===== src/rtl/dma_pkg.sv =====
// Shared types and status codes for the word-copy DMA engine.
package dma_pkg;

  typedef enum logic [2:0] {
    IDLE,
    RD_REQ,
    RD_WAIT,
    WR_REQ,
    FINISH
  } state_t;

  localparam logic [1:0] ERR_OK      = 2'd0;
  localparam logic [1:0] ERR_ALIGN   = 2'd1;
  localparam logic [1:0] ERR_TIMEOUT = 2'd2;

  // Only the two byte-offset bits decide whether an address is word aligned.
  function automatic logic word_aligned(input logic [1:0] lsbs);
    return lsbs == 2'b00;
  endfunction

endpackage


===== src/rtl/naive_bus_if.sv =====
// Simple request/grant bus: separate read and write channels, fixed read latency.
interface naive_bus;

  logic        rd_req;
  logic [31:0] rd_addr;
  logic        rd_gnt;
  logic [31:0] rd_data;
  logic        wr_req;
  logic [31:0] wr_addr;
  logic [31:0] wr_data;
  logic [3:0]  wr_be;
  logic        wr_gnt;

  modport master (
    output rd_req, rd_addr, wr_req, wr_addr, wr_data, wr_be,
    input  rd_gnt, rd_data, wr_gnt
  );

  modport slave (
    input  rd_req, rd_addr, wr_req, wr_addr, wr_data, wr_be,
    output rd_gnt, rd_data, wr_gnt
  );

endinterface


===== src/rtl/bus_dma_copier.sv =====
// Word-by-word memory copier: read one word, write it back out, repeat,
// with alignment checking and a per-request grant timeout.
module bus_dma_copier
  import dma_pkg::*;
#(
  parameter int GNT_TIMEOUT = 255,
  parameter int RD_LATENCY  = 1
) (
  input  logic        clk,
  input  logic        rst,
  input  logic        start,
  input  logic [31:0] src_addr,
  input  logic [31:0] dst_addr,
  input  logic [15:0] len_words,
  output logic        busy,
  output logic        done,
  output logic [1:0]  err,
  naive_bus.master    bus
);

  localparam logic [15:0] TMO_LAST = 16'(GNT_TIMEOUT - 1);
  localparam logic [2:0]  LAT_LAST = 3'(RD_LATENCY - 1);

  state_t      state_reg;
  logic [31:0] src_reg;
  logic [31:0] dst_reg;
  logic [31:0] hold_reg;
  logic [15:0] count_reg;
  logic [15:0] tmo_reg;
  logic [2:0]  lat_reg;
  logic        rd_req_reg;
  logic [31:0] rd_addr_reg;
  logic        wr_req_reg;
  logic [31:0] wr_addr_reg;
  logic        tmo_hit;

  // The request drops one cycle after the counter reaches GNT_TIMEOUT, so
  // the decision is taken while the counter still holds GNT_TIMEOUT-1.
  assign tmo_hit = (tmo_reg == TMO_LAST);

  assign bus.rd_req  = rd_req_reg;
  assign bus.rd_addr = rd_addr_reg;
  assign bus.wr_req  = wr_req_reg;
  assign bus.wr_addr = wr_addr_reg;
  assign bus.wr_data = wr_req_reg ? hold_reg : 32'd0;
  assign bus.wr_be   = {4{wr_req_reg}};

  always_ff @(posedge clk) begin
    if (rst) begin
      state_reg   <= IDLE;
      src_reg     <= '0;
      dst_reg     <= '0;
      hold_reg    <= '0;
      count_reg   <= '0;
      tmo_reg     <= '0;
      lat_reg     <= '0;
      rd_req_reg  <= 1'b0;
      rd_addr_reg <= '0;
      wr_req_reg  <= 1'b0;
      wr_addr_reg <= '0;
      busy        <= 1'b0;
      done        <= 1'b0;
      err         <= ERR_OK;
    end else begin
      done <= 1'b0;
      err  <= ERR_OK;
      case (state_reg)
        IDLE: begin
          if (start) begin
            src_reg   <= src_addr;
            dst_reg   <= dst_addr;
            count_reg <= len_words;
            tmo_reg   <= '0;
            busy      <= 1'b1;
            if (!word_aligned(src_addr[1:0]) || !word_aligned(dst_addr[1:0])) begin
              state_reg <= FINISH;
              done      <= 1'b1;
              err       <= ERR_ALIGN;
            end else if (len_words == 16'd0) begin
              state_reg <= FINISH;
              done      <= 1'b1;
            end else begin
              state_reg   <= RD_REQ;
              rd_req_reg  <= 1'b1;
              rd_addr_reg <= src_addr;
            end
          end
        end

        RD_REQ: begin
          if (bus.rd_gnt) begin
            rd_req_reg  <= 1'b0;
            rd_addr_reg <= '0;
            tmo_reg     <= '0;
            lat_reg     <= '0;
            state_reg   <= RD_WAIT;
          end else begin
            tmo_reg <= tmo_reg + 16'd1;
            if (tmo_hit) begin
              rd_req_reg  <= 1'b0;
              rd_addr_reg <= '0;
              state_reg   <= FINISH;
              done        <= 1'b1;
              err         <= ERR_TIMEOUT;
            end
          end
        end

        RD_WAIT: begin
          if (lat_reg == LAT_LAST) begin
            hold_reg    <= bus.rd_data;
            wr_req_reg  <= 1'b1;
            wr_addr_reg <= dst_reg;
            state_reg   <= WR_REQ;
          end else begin
            lat_reg <= lat_reg + 3'd1;
          end
        end

        WR_REQ: begin
          if (bus.wr_gnt) begin
            wr_req_reg  <= 1'b0;
            wr_addr_reg <= '0;
            tmo_reg     <= '0;
            src_reg     <= src_reg + 32'd4;
            dst_reg     <= dst_reg + 32'd4;
            count_reg   <= count_reg - 16'd1;
            if (count_reg == 16'd1) begin
              state_reg <= FINISH;
              done      <= 1'b1;
            end else begin
              state_reg   <= RD_REQ;
              rd_req_reg  <= 1'b1;
              rd_addr_reg <= src_reg + 32'd4;
            end
          end else begin
            tmo_reg <= tmo_reg + 16'd1;
            if (tmo_hit) begin
              wr_req_reg  <= 1'b0;
              wr_addr_reg <= '0;
              state_reg   <= FINISH;
              done        <= 1'b1;
              err         <= ERR_TIMEOUT;
            end
          end
        end

        FINISH: begin
          state_reg <= IDLE;
          busy      <= 1'b0;
        end

        default: begin
          state_reg <= IDLE;
          busy      <= 1'b0;
        end
      endcase
    end
  end

endmodule


===== src/flat_wrapper.sv =====
// flat-port wrapper written by rule: the top's interface ports become plain ports
module bus_dma_copier_flat import dma_pkg::*;
#(
  parameter int GNT_TIMEOUT = 255,
  parameter int RD_LATENCY  = 1
)
  (clk, rst, start, src_addr, dst_addr, len_words, busy, done, err, bus_rd_req, bus_rd_addr, bus_wr_req, bus_wr_addr, bus_wr_data, bus_wr_be, bus_rd_gnt, bus_rd_data, bus_wr_gnt);
  naive_bus bus_i ();
  input  logic clk;
  input  logic rst;
  input  logic start;
  input  logic [31:0] src_addr;
  input  logic [31:0] dst_addr;
  input  logic [15:0] len_words;
  output logic busy;
  output logic done;
  output logic [1:0] err;
  output wire logic [$bits(bus_i.rd_req)-1:0] bus_rd_req;
  output wire logic [$bits(bus_i.rd_addr)-1:0] bus_rd_addr;
  output wire logic [$bits(bus_i.wr_req)-1:0] bus_wr_req;
  output wire logic [$bits(bus_i.wr_addr)-1:0] bus_wr_addr;
  output wire logic [$bits(bus_i.wr_data)-1:0] bus_wr_data;
  output wire logic [$bits(bus_i.wr_be)-1:0] bus_wr_be;
  input wire logic [$bits(bus_i.rd_gnt)-1:0] bus_rd_gnt;
  input wire logic [$bits(bus_i.rd_data)-1:0] bus_rd_data;
  input wire logic [$bits(bus_i.wr_gnt)-1:0] bus_wr_gnt;
  assign bus_rd_req = bus_i.rd_req;
  assign bus_rd_addr = bus_i.rd_addr;
  assign bus_wr_req = bus_i.wr_req;
  assign bus_wr_addr = bus_i.wr_addr;
  assign bus_wr_data = bus_i.wr_data;
  assign bus_wr_be = bus_i.wr_be;
  assign bus_i.rd_gnt = bus_rd_gnt;
  assign bus_i.rd_data = bus_rd_data;
  assign bus_i.wr_gnt = bus_wr_gnt;
  bus_dma_copier #(.GNT_TIMEOUT(GNT_TIMEOUT), .RD_LATENCY(RD_LATENCY)) u_core (.clk(clk), .rst(rst), .start(start), .src_addr(src_addr), .dst_addr(dst_addr), .len_words(len_words), .busy(busy), .done(done), .err(err), .bus(bus_i));
endmodule

===== config.mk =====
export PLATFORM = sky130hd
export DESIGN_NAME = bus_dma_copier_flat
export DESIGN_NICKNAME = d
export VERILOG_FILES = /design/src/rtl/dma_pkg.sv /design/src/rtl/naive_bus_if.sv /design/src/rtl/bus_dma_copier.sv /design/src/flat_wrapper.sv
export SDC_FILE = /design/constraint.sdc
export NUM_CORES = 1
export LEC_CHECK = 0
export ABC_AREA = 1
export CORE_ASPECT_RATIO = 0.6
export CORE_MARGIN = 3
export CORE_UTILIZATION = 56
export DETAILED_ROUTE_END_ITERATION = 16
export GPL_TIMING_DRIVEN = 0
export PLACE_DENSITY = 0.88
export SKIP_CTS_REPAIR_TIMING = 1
export SLEW_MARGIN = 40
export SYNTH_ARGS = -nofsm -noshare
export SYNTH_HDL_FRONTEND = slang
export SYNTH_SLANG_ARGS = --single-unit

===== constraint.sdc =====
create_clock -name clk -period 4.4 [get_ports clk]
set_clock_uncertainty 0.1 [all_clocks]
set_input_delay 0.88 -clock clk [delete_from_list [all_inputs] [get_ports clk]]
set_output_delay 0.88 -clock clk [all_outputs]
set_load 0.01 [all_outputs]

==> out/qor.json <==
{
  "cp_cell_sequence": "clkbuf_1 > clkbuf_1 > nand2_1 > inv_1 > clkdlybuf4s50_1",
  "commonest_cells_after_routing_fill_and_taps_aside": "sky130_fd_sc_hd__nand2_1, sky130_fd_sc_hd__nor2_1, sky130_fd_sc_hd__clkdlybuf4s50_1",
  "min_to": "u_core.bus.wr_addr[11]",
  "ratio_of_routed_vias_to_standard_cells": 5.752,
  "ctsLongestPathBuffers": 3,
  "ir_drop_mv": 0.3313,
  "r2r_slack_ps": 1690,
  "start_kind": "flip-flop",
  "max_freq_mhz": 276.0,
  "global_route.usage.total": 0.3919,
  "min_period_over_period": 0.8236,
  "ff2ff_path_depth": 8,
  "totalNegativeSetupSlack_ps": 0,
  "worst_setup_path_end_kind": "output port",
  "clk_latency_ps": 520,
  "timing.critical_path.slowest_cell_delay_ps": 550,
  "routedWlPerCell_um": 18.57,
  "cts.sink_count": 204,
  "synth.net_count": 1931,
  "detail_route.first_pass.iterations": 6,
  "netlist-cell-type-count": 38,
  "grt_first_pass_wirelength_mm": 66.49,
  "r2r-start": "u_core.state_reg[2]",
  "detailedPlacementHpwl_mm": 32.91,
  "syn_avg_cell_area_sq_um": 6.106,
  "tritoncts": "built",
  "fraction_of_final_layout_cells_sized_beyond_drive_strength_1": 0.03684,
  "yosys.area.top_type_share": 0.3704,
  "path_clk_slew_ps": 60,
  "pin_count_of_the_biggest_net_entering_global_routing": 16,
  "die-area_sq_um": 21470,
  "worst_path_buffer_plus_inverter_count": 4,
  "power.density_nw_per_um2": 377.7,
  "maxCapViolations": 0,
  "routed_wirelength_mm": 43.27,
  "worstMarginPinSlew_ps": 843.9,
  "starting_density": 0.5750,
  "rsz0062_at_grt": "false",
  "path_max_fanout": 10,
  "r2r-end": "u_core.count_reg[3]",
  "die_height_um": 114.7,
  "cts_made_buffers": 20,
  "netlist_top_cells_area": "sky130_fd_sc_hd__dfxtp_1, sky130_fd_sc_hd__nand2_1, sky130_fd_sc_hd__nor2_1, sky130_fd_sc_hd__a21oi_1, sky130_fd_sc_hd__o21ai_0",
  "wp_data_arrival_ps": 2640,
  "finalWorstPathRequiredPeriod_ps": 3624,
  "route.antenna.remaining_nets": 0,
  "htreeDepth": 1,
  "port-buffer-count": 221,
  "utilization": 0.7434,
  "route.vias.total": 13400,
  "fp.coreArea_sq_um": 19180,
  "grt.overflow.total": 0,
  "finalMaxSlewViolations": 0,
  "timing.hold.worst.class": "flip-flop to flip-flop",
  "critical_path.most_common_cell": "sky130_fd_sc_hd__clkbuf_1",
  "seq_area_frac_synth": 0.3704,
  "timing.critical_path.slowest_stage_cell": "sky130_fd_sc_hd__dfxtp_1",
  "whs_path_depth": 2,
  "timing_hold_violations_final": 0,
  "netlist_instances": 1806,
  "row_count": 39,
  "timing.final.setup_violations": 0,
  "detailedRoute.firstIterationViolations": 1819,
  "first_global_vias": 12380,
  "num_io_pins": 223,
  "total_leakage_power_nw": 5.897,
  "area.growth.synth_to_final_pct": 29.29,
  "drcViolationCount": 0,
  "hp-start": "u_core.bus.wr_addr[11]",
  "worst_slew_margin_rel": 0.4374,
  "place_congestion": 1.045,
  "finish.net_count": 2174,
  "ctsRootBufferMaster": "sky130_fd_sc_hd__clkbuf_16",
  "critPathRequiredTime_ps": 3420,
  "ffs_latches_synth": 204,
  "layout_commonest_cell": "sky130_fd_sc_hd__nand2_1",
  "die-width_um": 187.2,
  "synth_area_sq_um": 11030,
  "synth_area_leader_cell": "sky130_fd_sc_hd__dfxtp_1",
  "ys.warnings.count": 0,
  "critPathTopFamily": "buffers and inverters",
  "crit_type": "flip-flop to output port",
  "run_status": "finished, final reports clean",
  "grt_antenna_before_repair": 2
}
[routing by layer]
metal	vias up	GRT usage	share of wire
met5	-	0	0.00018
met2	973	0.5680	0.39
met4	2	0.1213	0.032
met3	133	0.1337	0.16
li1	6212	-	-
met1	6081	0.5499	0.42
[worst max path at each step]
stage | end | from | depth (start not counted) | slack, ps
CTS | bus_wr_data[4] | u_core.bus.wr_req | 5 | 780
global placement | u_core.bus.rd_addr[10] | rst | 7 | 1040
floorplan | u_core.bus.rd_addr[10] | rst | 7 | 2190
finish | bus_wr_data[4] | u_core.bus.wr_req | 5 | 780
global route | bus_wr_data[4] | u_core.bus.wr_req | 5 | 710
detailed placement | u_core.bus.rd_addr[13] | rst | 7 | 960
[synth_stat cells, drive strengths merged]
cell type,count
nand3b,19
nand2,545
a21boi,2
o21ai,124
inv,162
o211ai,2
or2,3
and2,1
clkinv,1
xor2,2
nand4,11
nor3b,1
nor4,1
o22ai,3
ha,8
xnor2,2
nor2,350
o31ai,3
a211oi,12
clkbuf,46
a21oi,152
a2bb2oi,1
nor3,12
buf,37
dfxtp,204
nand3,70
o21bai,28
o2111ai,1
a31oi,3
[report_power, final]
part / internal [W] / total, W / switching, W
sequential: 0.00205 / 0.00225 / 0.000196
combinational: 0.000524 / 0.00132 / 0.000799
clock: 0.00104 / 0.00181 / 0.000777
total: 0.00361 / 0.00538 / 0.00177
[kinds of logic (layout without fill, tap and decap cells)]
kind of cell               count (synthesis)  count (layout)  synth area share
adders and majority gates                  8               8          0.009078
buffers and inverters                    246             503           0.08839
and+or+nand+nor                         1013            1013            0.3664
DFF                                      204             204            0.3704
xor gates and xnor gates                   4               4          0.003178
other                                      0               1                 0
AOI/OAI and AO/OA                        331             331            0.1626
[worst register-to-register path: cells and delay by family, from the launching register on]
family	cells	cell delay, ps
flip-flops	1	330
buffers and inverters	2	620
AO/OA/AOI/OAI	2	400
AND/OR/NAND/NOR	4	1190
[stage by stage]
| stage | setup WS [ps] | cells | power, W | hold WS (ps) | instance area (sq um) |
|---|---|---|---|---|---|
| 4_1_cts | 779.2 | 2329 | 0.005306 | 362.2 | 14250 |
| 3_5_place_dp | 962.9 | 2293 | 0.003537 | 353.5 | 13570 |
| 5_1_grt | 707.1 | 2330 | 0.005572 | 378.2 | 14260 |
| 2_1_floorplan | 2190 | 1806 | 0.002960 | 319.9 | 11030 |
| 3_3_place_gp | 1044 | 2293 | 0.003489 | 337.9 | 13570 |
| 6_report | 776.3 | 2330 | 0.005385 | 361.9 | 14260 |
[final cells by class]
class / count / area (sq um)
multi-input combinational: 1356 / 5968
tap: 266 / 332.8
inverter: 163 / 611.8
antenna: 1 / 2.502
clock buffer: 29 / 615.6
sequential: 204 / 4084
clock inverter: 7 / 66.31
timing repair buffer: 221 / 2212
fill: 1590 / 4921
buffer: 83 / 362.8
(Power assumes the default switching activity.)
==> RTL edit, RTL diff (same settings) <==
Reset style: asynchronous (`rst`), changed in one clocked block.
--- a/src/rtl/bus_dma_copier.sv
+++ b/src/rtl/bus_dma_copier.sv
@@ -47,3 +47,3 @@
 
-  always_ff @(posedge clk) begin
+  always_ff @(posedge clk or posedge rst) begin
     if (rst) begin
Check against the original RTL: differs if rst is asserted again (counterexample within 4 cycles, from zero or initial values and one cycle with rst high); with rst held inactive, the same outputs for 4 cycles.
==> RTL edit against the original RTL <==
Synthesized cell count down 8.4%. Worst setup slack improved by 160 ps. Design area up 4.8%. Routed wire length is 0.88% lower. Hold slack improved by 17 ps. Sequential cell count unchanged. Final cell count is 6.2% lower. Critical path depth did not move. Area after synthesis grew 3.8%. Count of clock-buffer cells in the layout unchanged.
Power is not compared: it rests on default switching activity, and its combinational part moved more than twofold at a synthesized area within 25%.
==> RTL edit: results <==
worst_hold_path:
  min_to: "u_core.hold_reg[5]$_DFFE_PP0P_"
  hp-start: "u_core.hold_reg[5]$_DFFE_PP0P_"
routing:
  wl_um: 42890
  drtPass1Iterations: 6
  wl_met1_um: 17770
  vias: 12816
  met2_length_um: 17880
  drtIter0Drc: 1871
  dr_wl_met3_um: 5819
  top_layer: "met4"
critical_path:
  worstReg2RegEnd: "u_core.hold_reg[0]$_DFFE_PP0P_"
  r2r_slack_ps: 1850
  crit_path_start: "u_core.bus.wr_req$_DFFE_PP0P_"
  critPathSlowestCell: "clkdlybuf4s50_1"
  cp.arrival_ps: 2480
  reg2regPathDepth: 7
  r2r_start: "u_core.state_reg[0]$_DFFE_PP0P_"
  worstSetupEndpoint: "bus_wr_data[15]"
  max_stage_delay_ps: 550
  cp_max_fo: 10
global_routing:
  grt_pass1_wl_um: 65530
  grt.met2_usage_pct: 56.76
  grt_use_met1_pct: 54.90
  antenna_found_initial: 0
  grt_util_all_layers_pct: 38.19
  grt_max_degree: 27
  grt_pass1_vias: 11955
  grtUsageMet3_pct: 9.988
pwr:
  p_int_mw: 5.403
  pg_clk_mw: 1.77
yosys:
  synth_xor_area_share_pct: 0.7653
  synth-adder-area-share_pct: 0.8746
  async_flop_share_pct: 100.0
  synth_common_cells: "605 x nand2_1, 204 x dfrtp_1, 180 x nor2_1"
  synth_area_leaders: "dfrtp_1 45%, nand2_1 20%, nor2_1 5.9%, inv_1 5.4%, o21ai_0 5.0%"
  ys_types: 37
  avgSynthCellArea_um2: 6.915
  synth.net_count: 1780
  seq_area_frac_synth_pct: 44.60
  synthMuxAreaShare_pct: 0.1968
place:
  gp_congestion: 1.036
  io_buffer_count: 222
  dp.final_hpwl_um: 32280
  dp_slack_ps: 1215
  placed_area_um2: 14280
sta:
  timing.final.ws_setup_ps: 937.5
  worstMarginPinSlew_ps: 874.8
  holdWs_ps: 378.7
finish:
  diodes: 0
  seqCellArea_um2: 5105
  num-multi-input-gates: 1214
  final_layout_size_suffix_gt1_share_pct: 5.159
  clk_share_pct: 4.406
  fillers: 1411
  fin_nets: 2034
  buffers: 298
  inverters_excl_clock: 171
  multi_input_area_share_pct: 36.13
clock_tree:
  insertion_delay_ps: 500
status:
  status: "completed"
-- RTL edit: changes by cell type in the layout (fill, tap and decap cells not counted), sizes merged, moves of 14 or more --
| cell | unedited run | this run |
|---|---|---|
| dfrtp | 0 | 204 |
| dfxtp | 204 | 0 |
| nor2 | 350 | 184 |
| a21oi | 152 | 64 |
| nand2 | 545 | 611 |
| o21bai | 28 | 1 |
| clkbuf | 75 | 51 |
| nand3 | 70 | 93 |
| a22oi | 0 | 20 |
| o21ai | 124 | 144 |
| nand3b | 19 | 0 |
| buf | 37 | 54 |
| nor3 | 12 | 29 |
| nand4 | 11 | 25 |
-- RTL edit: through the flow --
step | util [%] | total power [mW] | std cells
finish | 76.53 | 9.361 | 2185
floorplan | - | 5.416 | 1655
global placement | 71.74 | 7.209 | 2143
CTS | 76.51 | 9.218 | 2185
detailed placement | 73.14 | 7.402 | 2153
global route | 76.53 | 9.887 | 2185
